### src/rtl/pipe_wb_stage_if.sv
// MEM->WB handshake bundle: upstream result bus in, write-back bus out.
// PIPE_WB_FWD_EN adds the hazard-unit forwarding signals.
interface pipe_wb_stage_if #(
    parameter int DW = 32,
    parameter int RW = 5
);
    logic          in_valid;
    logic          in_ready;
    logic          mwreg;
    logic          mm2reg;
    logic [DW-1:0] mmo;
    logic [DW-1:0] malu;
    logic [RW-1:0] mrn;
    logic          out_valid;
    logic          out_ready;
    logic          wwreg;
    logic          wm2reg;
    logic [DW-1:0] wmo;
    logic [DW-1:0] walu;
    logic [RW-1:0] wrn;
`ifdef PIPE_WB_FWD_EN
    logic          fwd_en;
    logic [RW-1:0] fwd_rn;
    logic [DW-1:0] fwd_data;
`endif

    modport slave (
        input  in_valid, mwreg, mm2reg, mmo, malu, mrn, out_ready,
`ifdef PIPE_WB_FWD_EN
        output fwd_en, fwd_rn, fwd_data,
`endif
        output in_ready, out_valid, wwreg, wm2reg, wmo, walu, wrn
    );

    modport master (
        output in_valid, mwreg, mm2reg, mmo, malu, mrn, out_ready,
`ifdef PIPE_WB_FWD_EN
        input  fwd_en, fwd_rn, fwd_data,
`endif
        input  in_ready, out_valid, wwreg, wm2reg, wmo, walu, wrn
    );
endinterface

### src/rtl/pipe_wb_stage.sv
// MEM->WB pipeline register with 2-entry skid buffer, flush and zero bubbles.
// Optional PIPE_WB_FWD_EN exposes forwarding outputs for the hazard unit.
module pipe_wb_stage #(
    parameter int DW = 32,
    parameter int RW = 5
) (
    input  logic            clk,
    input  logic            clr,
    input  logic            flush,
    pipe_wb_stage_if.slave  bus
);
    typedef struct packed {
        logic          wreg;
        logic          m2reg;
        logic [DW-1:0] mo;
        logic [DW-1:0] alu;
        logic [RW-1:0] rn;
    } ent_t;

    typedef enum logic [1:0] {
        EMPTY = 2'd0,
        ONE   = 2'd1,
        FULL  = 2'd2
    } state_t;

    state_t state_q, state_d;
    ent_t   m_q, m_d;
    ent_t   s_q, s_d;
    ent_t   in_ent;
    logic   accept;
    logic   drain;
    logic   out_valid;

    assign in_ent = '{
        wreg:  bus.mwreg,
        m2reg: bus.mm2reg,
        mo:    bus.mmo,
        alu:   bus.malu,
        rn:    bus.mrn
    };

    // Ready depends only on registered state and clr, never on out_ready.
    assign bus.in_ready = (state_q != FULL) && !clr;
    assign out_valid    = (state_q != EMPTY);
    assign accept       = bus.in_valid && bus.in_ready;
    assign drain        = out_valid && bus.out_ready;

    always_comb begin
        state_d = state_q;
        m_d     = m_q;
        s_d     = s_q;
        unique case (state_q)
            EMPTY: begin
                if (accept) begin
                    m_d     = in_ent;
                    state_d = ONE;
                end
            end
            ONE: begin
                if (accept && drain) begin
                    m_d = in_ent;
                end else if (accept) begin
                    s_d     = in_ent;
                    state_d = FULL;
                end else if (drain) begin
                    m_d     = '0;
                    state_d = EMPTY;
                end
            end
            FULL: begin
                if (drain) begin
                    m_d     = s_q;
                    s_d     = '0;
                    state_d = ONE;
                end
            end
            default: begin
                m_d     = '0;
                s_d     = '0;
                state_d = EMPTY;
            end
        endcase
        if (flush) begin
            m_d     = '0;
            s_d     = '0;
            state_d = EMPTY;
        end
    end

    always_ff @(posedge clk) begin
        if (clr) begin
            state_q <= EMPTY;
            m_q     <= '0;
            s_q     <= '0;
        end else begin
            state_q <= state_d;
            m_q     <= m_d;
            s_q     <= s_d;
        end
    end

    assign bus.out_valid = out_valid;
    assign bus.wwreg     = m_q.wreg && out_valid;
    assign bus.wm2reg    = m_q.m2reg;
    assign bus.wmo       = m_q.mo;
    assign bus.walu      = m_q.alu;
    assign bus.wrn       = m_q.rn;

`ifdef PIPE_WB_FWD_EN
    logic fwd_en;
    assign fwd_en       = out_valid && m_q.wreg && (m_q.rn != '0);
    assign bus.fwd_en   = fwd_en;
    assign bus.fwd_rn   = fwd_en ? m_q.rn : '0;
    assign bus.fwd_data = !fwd_en ? '0 : (m_q.m2reg ? m_q.mo : m_q.alu);
`endif
endmodule
### src/flat_wrapper.sv
// flat-port wrapper written by rule: the top's interface ports become plain ports
module pipe_wb_stage_flat 
#(
    parameter int DW = 32,
    parameter int RW = 5
)
  (clk, clr, flush, bus_in_valid, bus_mwreg, bus_mm2reg, bus_mmo, bus_malu, bus_mrn, bus_out_ready, bus_in_ready, bus_out_valid, bus_wwreg, bus_wm2reg, bus_wmo, bus_walu, bus_wrn);
  pipe_wb_stage_if #(.DW(DW), .RW(RW)) bus_i ();
  input  logic clk;
  input  logic clr;
  input  logic flush;
  input wire logic [$bits(bus_i.in_valid)-1:0] bus_in_valid;
  input wire logic [$bits(bus_i.mwreg)-1:0] bus_mwreg;
  input wire logic [$bits(bus_i.mm2reg)-1:0] bus_mm2reg;
  input wire logic [$bits(bus_i.mmo)-1:0] bus_mmo;
  input wire logic [$bits(bus_i.malu)-1:0] bus_malu;
  input wire logic [$bits(bus_i.mrn)-1:0] bus_mrn;
  input wire logic [$bits(bus_i.out_ready)-1:0] bus_out_ready;
  output wire logic [$bits(bus_i.in_ready)-1:0] bus_in_ready;
  output wire logic [$bits(bus_i.out_valid)-1:0] bus_out_valid;
  output wire logic [$bits(bus_i.wwreg)-1:0] bus_wwreg;
  output wire logic [$bits(bus_i.wm2reg)-1:0] bus_wm2reg;
  output wire logic [$bits(bus_i.wmo)-1:0] bus_wmo;
  output wire logic [$bits(bus_i.walu)-1:0] bus_walu;
  output wire logic [$bits(bus_i.wrn)-1:0] bus_wrn;
  assign bus_i.in_valid = bus_in_valid;
  assign bus_i.mwreg = bus_mwreg;
  assign bus_i.mm2reg = bus_mm2reg;
  assign bus_i.mmo = bus_mmo;
  assign bus_i.malu = bus_malu;
  assign bus_i.mrn = bus_mrn;
  assign bus_i.out_ready = bus_out_ready;
  assign bus_in_ready = bus_i.in_ready;
  assign bus_out_valid = bus_i.out_valid;
  assign bus_wwreg = bus_i.wwreg;
  assign bus_wm2reg = bus_i.wm2reg;
  assign bus_wmo = bus_i.wmo;
  assign bus_walu = bus_i.walu;
  assign bus_wrn = bus_i.wrn;
  pipe_wb_stage #(.DW(DW), .RW(RW)) u_core (.clk(clk), .clr(clr), .flush(flush), .bus(bus_i));
endmodule
### config.mk
export PLATFORM = sky130hd
export DESIGN_NAME = pipe_wb_stage_flat
export DESIGN_NICKNAME = d
export VERILOG_FILES = /design/src/rtl/pipe_wb_stage_if.sv /design/src/rtl/pipe_wb_stage.sv /design/src/flat_wrapper.sv
export SDC_FILE = /design/constraint.sdc
export NUM_CORES = 1
export LEC_CHECK = 0
export ABC_AREA = 1
export CAP_MARGIN = 20
export CORE_ASPECT_RATIO = 2
export CORE_MARGIN = 2
export CORE_UTILIZATION = 37
export CTS_BUF_LIST = sky130_fd_sc_hd__clkbuf_4 sky130_fd_sc_hd__clkbuf_8
export CTS_CLUSTER_SIZE = 14
export DETAILED_ROUTE_END_ITERATION = 16
export MAX_ROUTING_LAYER = met4
export RECOVER_POWER = 25
export SYNTH_ARGS = -nofsm -noshare
export SYNTH_HDL_FRONTEND = slang
export SYNTH_SLANG_ARGS = --single-unit
### constraint.sdc
create_clock -name clk -period 2.8 [get_ports clk]
set_clock_uncertainty 0.05 [all_clocks]
set_input_delay 0.84 -clock clk [delete_from_list [all_inputs] [get_ports clk]]
set_output_delay 0.84 -clock clk [all_outputs]
set_load 0.1 [all_outputs]
Word level (Yosys, flattened, before mapping)
Index checks and enable logic that the tools add are counted.
- register bits after elaboration: 144
- bits of input ports: 76
- output and inout bits: 73
- eq/ne operators: 10
- mux-type cells: 14
- bitwise gates (word level): 1
- reductions and logical operators: 12
- operators with widths (kind ; count):
    $mux 71 ; 6
    $pmux 71 s3 ; 2
    $reduce_and 4->1 ; 3
    $mux 2 ; 5
    $ne 2x1->1 const B ; 3
    $ne 3x1->1 const B ; 2
    $pmux 2 s3 ; 1
    $logic_and 1x1->1 ; 5
    $ne 2x2->1 const B ; 2
    $ne 3x3->1 const B ; 1
    $eq 2x1->1 const B ; 1
    $eq 2x2->1 const B ; 1
    $logic_not 2->1 ; 1
    $reduce_bool 2->1 ; 1
    $reduce_or 2->1 ; 1
    $logic_not 1->1 ; 1
    $not 1->1 ; 1

Longest topological paths before layout
- word-level depth: 6
- mapped depth: 11
- gate-level depth less buffers: 9

Worst setup path after synthesis
Ideal clock, no wire load.
- path type: input to output
- from: input clr
- to: output bus_in_ready
- arrival time: 2.301 ns
- path slack: -0.391 ns
- stages: 1
- path buffers: 0
- cell sequence: a21oi_1
- word-level cells in the longest chain between the ends: 2
- ends and longest elaborated chain (element ; line ; text):
    from (decl) ; flat_wrapper.sv:10 ; input logic clr;
    $logic_not 1->1 ; pipe_wb_stage.sv:43 ; assign bus.in_ready = (state_q != FULL) && !clr;
    $logic_and 1x1->1 ; pipe_wb_stage.sv:43 ;
    to (decl) ; flat_wrapper.sv:19 ; output wire logic [$bits(bus_i.in_ready)-1:0] bus_in_ready;
No other way between the ends.

Worst setup path after layout
Ends and elaborated chain as after synthesis.

==> tab_implementation.tex <==
\begin{tabular}{lr}
\hline
Metric & Value \\
\hline
\multicolumn{2}{l}{\textbf{Worst hold path}} \\
End of the worst hold path & u\_core.bus.walu[6] \\
Origin of the worst min-delay path & u\_core.bus.walu[6] \\
Worst hold path stage count & 2 \\
Type of the tightest min-delay check & flip-flop to flip-flop \\
\multicolumn{2}{l}{\textbf{Yosys}} \\
Gate count after technology mapping & 1119 \\
Synthesized area & 7604 µm² \\
Sequential-to-total area share from yosys stat & 37.91\% \\
Largest cells by area after synthesis & sky130\_fd\_sc\_hd\_\_dfxtp\_1 (38\%), sky130\_fd\_sc\_hd\_\_nand2\_1 (14\%), sky130\_fd\_sc\_hd\_\_o21ai\_0 (9.3\%) \\
Seq cells post-synth & 144 \\
Top-area cell type share of the netlist area & 37.91\% \\
Largest area contributor in the synthesized netlist & sky130\_fd\_sc\_hd\_\_dfxtp\_1 \\
Total nets after synthesis & 1195 \\
Avg Cell Area, Syn & 6.795 µm² \\
Count of yosys warnings during synthesis & 0 \\
Post-synth cell types & 18 \\
\multicolumn{2}{l}{\textbf{Global routing}} \\
Antenna violations before repair & 1 \\
Via count of the first global-routing pass & 6944 \\
Global-route congestion overflow total & 0 \\
Pin count of the biggest net entering global routing & 77 \\
Global-route wire length before repair & 36090 µm \\
Overall track demand over capacity in global routing & 21.54\% \\
\multicolumn{2}{l}{\textbf{Place}} \\
Placed wire-length estimate after detailed placement & 14160 µm \\
I/O Buffers & 148 \\
GP Congestion & 0.7767 \\
\multicolumn{2}{l}{\textbf{Timing}} \\
Minimum hold slack & 0.4150 ns \\
Final hold violation count & 0 \\
Part of the cycle the worst path needs & 93.54\% \\
Final worst path period need & 2.619 ns \\
Maximum clock frequency & 381.8 MHz \\
Fin Setup TNS & 0 ns \\
Slew HR & 41.93\% \\
Worst Max-Slew Pin Slew & 0.8711 ns \\
Setup repair after global routing missed its margin & no \\
Final-report setup violation count & 0 \\
Pins Over Slew Limit & 0 \\
\multicolumn{2}{l}{\textbf{Worst setup path}} \\
Type of the worst setup path & input port to output pin \\
Highest-delay cell along the critical path & sky130\_fd\_sc\_hd\_\_clkdlybuf4s50\_1 \\
R2r startpoint & u\_core.state\_q[1] \\
Buffers plus inverters on the worst setup path & 2 \\
Count of cells along the worst register-to-register path & 6 \\
Setup slack on the worst flop-to-flop path & 0.75 ns \\
Slowest stage delay, CP & 0.49 ns \\
Critical Path Source & clr \\
Cell class contributing the biggest share of worst-path delay & buffers and inverters \\
Endpoint of the worst-slack reg-to-reg timing path & u\_core.bus.wmo[17] \\
Peak fanout along the critical path & 3 \\
Critical path data arrival time & 1.73 ns \\
Critical path endpoint category & output pin \\
Sequence of cells on the critical path & clkdlybuf4s50\_1 > a21oi\_2 > buf\_12 \\
Data required time of the critical path & 1.91 ns \\
Launching element type of the critical path & input port \\
\multicolumn{2}{l}{\textbf{Power and ir drop}} \\
PwrDens & 539.6 nW/µm² \\
Worst IR Drop VDD & 269.3 µV \\
Reported net switching power & 1.365 mW \\
Net switching share of the total power & 27.84\% \\
Proportion of power drawn by flip-flops and latches & 42.9\% \\
Reported leakage power & 3.240 nW \\
Internal & 3.538 mW \\
Combinational share of power & 16.2\% \\
Clock power frac & 40.9\% \\
\multicolumn{2}{l}{\textbf{Route}} \\
Via Count & 7460 \\
Initial DRT Pass Iterations & 5 \\
Final ANT Viol Nets & 0 \\
Routed wire per std cell & 15.98 µm \\
DRC violation total after the first TritonRoute iteration & 318 \\
Remaining routing DRC violations & 0 \\
Drt total wl & 22820 µm \\
Mean number of vias per cell & 5.224 \\
\multicolumn{2}{l}{\textbf{CTS}} \\
Count of H-tree levels built during CTS & 4 \\
Clock Root Buffer & sky130\_fd\_sc\_hd\_\_clkbuf\_8 \\
Cts bufs inserted & 17 \\
Post-CTS Hold Fix Bufs & 0 \\
Worst skew pair latency & 0.47 ns \\
Post CTS Setup Buffer Count & 0 \\
Number of clock sinks & 144 \\
Clock-pin slew on the worst setup and hold paths & 0.08 ns \\
TritonCTS clock tree & yes \\
Maximum clock path buffer count & 2 \\
Cells resized by post-CTS repair & 0 \\
\multicolumn{2}{l}{\textbf{Die}} \\
Effective utilization at floorplan & 37.50\% \\
Area of the core & 20280 µm² \\
Full die area & 21780 µm² \\
Num ports & 149 \\
Die boundary width & 105.4 µm \\
Die outline height & 206.7 µm \\
\# rows & 74 \\
\multicolumn{2}{l}{\textbf{Cells and area}} \\
Share of layout cells above drive strength 1 & 18.35\% \\
Number of nets in the final layout & 1226 \\
Area added between synthesis and finish & 19.50\% \\
Fin util & 44.81\% \\
\multicolumn{2}{l}{\textbf{Job}} \\
Max Cap Violations & 0 \\
\multicolumn{2}{l}{\textbf{Status}} \\
Status & complete, no violations \\
\hline
\end{tabular}
-- stage by stage --
step | total power [mW] | area (µm²) | cells | setup slack, ns
floorplan | 2.701 | 7607 | 1119 | 0.1848
global placement | 2.960 | 8748 | 1397 | 0.1627
detailed placement | 2.963 | 8748 | 1397 | 0.1332
CTS | 4.975 | 9221 | 1427 | 0.1822
global route | 5.094 | 9086 | 1428 | 0.1579
finish | 4.903 | 9086 | 1428 | 0.1809
-- tightest hold or removal path, cell delays in order, from the launching register on --
cell	delay, ns
sky130_fd_sc_hd__dfxtp_1	0.31
sky130_fd_sc_hd__nand2_1	0.06
sky130_fd_sc_hd__a21oi_1	0.05
-- placed cells by master, fill, tap and decap left out, types with 16 or more instances in the layout --
master                              n
sky130_fd_sc_hd__buf_12            16
sky130_fd_sc_hd__clkdlybuf4s50_1   75
sky130_fd_sc_hd__nand3_1           72
sky130_fd_sc_hd__a21oi_1           72
sky130_fd_sc_hd__nor2_1           146
sky130_fd_sc_hd__a31o_2            71
sky130_fd_sc_hd__clkbuf_8          19
sky130_fd_sc_hd__dfxtp_1          143
sky130_fd_sc_hd__nand2_1          291
sky130_fd_sc_hd__buf_4             32
sky130_fd_sc_hd__o21ai_0          142
sky130_fd_sc_hd__clkbuf_2          52
-- metal layers --
layer / up-vias / share of wire [%] / global-route usage [%]
met5: - / 0 / -
met4: 0 / 3.4 / 10.38
met3: 39 / 3.6 / 3.359
met2: 197 / 52 / 37.76
met1: 3504 / 41 / 23.65
li1: 3720 / - / -
-- synth_stat cells, drive strengths merged --
library cell  number
a211oi             1
a21oi             74
a31o              71
buf              101
clkbuf            64
dfxtp            144
inv                8
nand2            291
nand3             72
nand4              1
nor2             148
nor3               1
o21a               1
o21ai            142
-- power groups by stage --
stage / logic [mW] / registers (mW) / clock network [mW]
after floorplan: 0.554 / 2.15 / 0
after global placement: 0.808 / 2.15 / 0
after detailed placement: 0.810 / 2.15 / 0
after CTS: 0.813 / 2.10 / 2.06
after global routing: 0.853 / 2.11 / 2.13
final: 0.794 / 2.10 / 2.01
-- flip-flops by register name, summed over array words and instances, names as in the netlist --
register	cells
u_core.bus.wm2reg	1
u_core.s_q	71
u_core.bus.wrn	5
u_core.m_q	1
u_core.bus.walu	32
u_core.bus.wmo	32
u_core.state_q	2
-- cells by family (layout without fill, tap and decap cells) --
kind of cell,count (synthesis),count (layout),share of synthesized area (%)
simple gates,513,513,26.67
compound gates,289,289,22.64
buf+inv,173,215,12.77
flops,144,144,37.91
other cells,0,1,0
-- worst max path at each step --
stage / slack (ns) / cells past startpoint / end
finish: 0.18 / 3 / bus_in_ready
global route: 0.16 / 3 / bus_in_ready
CTS: 0.18 / 3 / bus_in_ready
detailed placement: 0.13 / 11 / u_core.s_q[35]
global placement: 0.16 / 11 / u_core.s_q[30]
floorplan: 0.18 / 3 / bus_wwreg
-- cell type report --
cell class / count / area (µm²)
Antenna cell: 1 / 2.502
Clock inverter: 11 / 211.5
Fill cell: 2114 / 11190
Sequential cell: 144 / 2884
Clock buffer: 19 / 261.5
Inverter: 8 / 32.53
Timing Repair Buffer: 177 / 1579
Multi-Input combinational cell: 802 / 3782
Tap cell: 266 / 332.8
No activity file was read; power rests on OpenSTA's default activity.
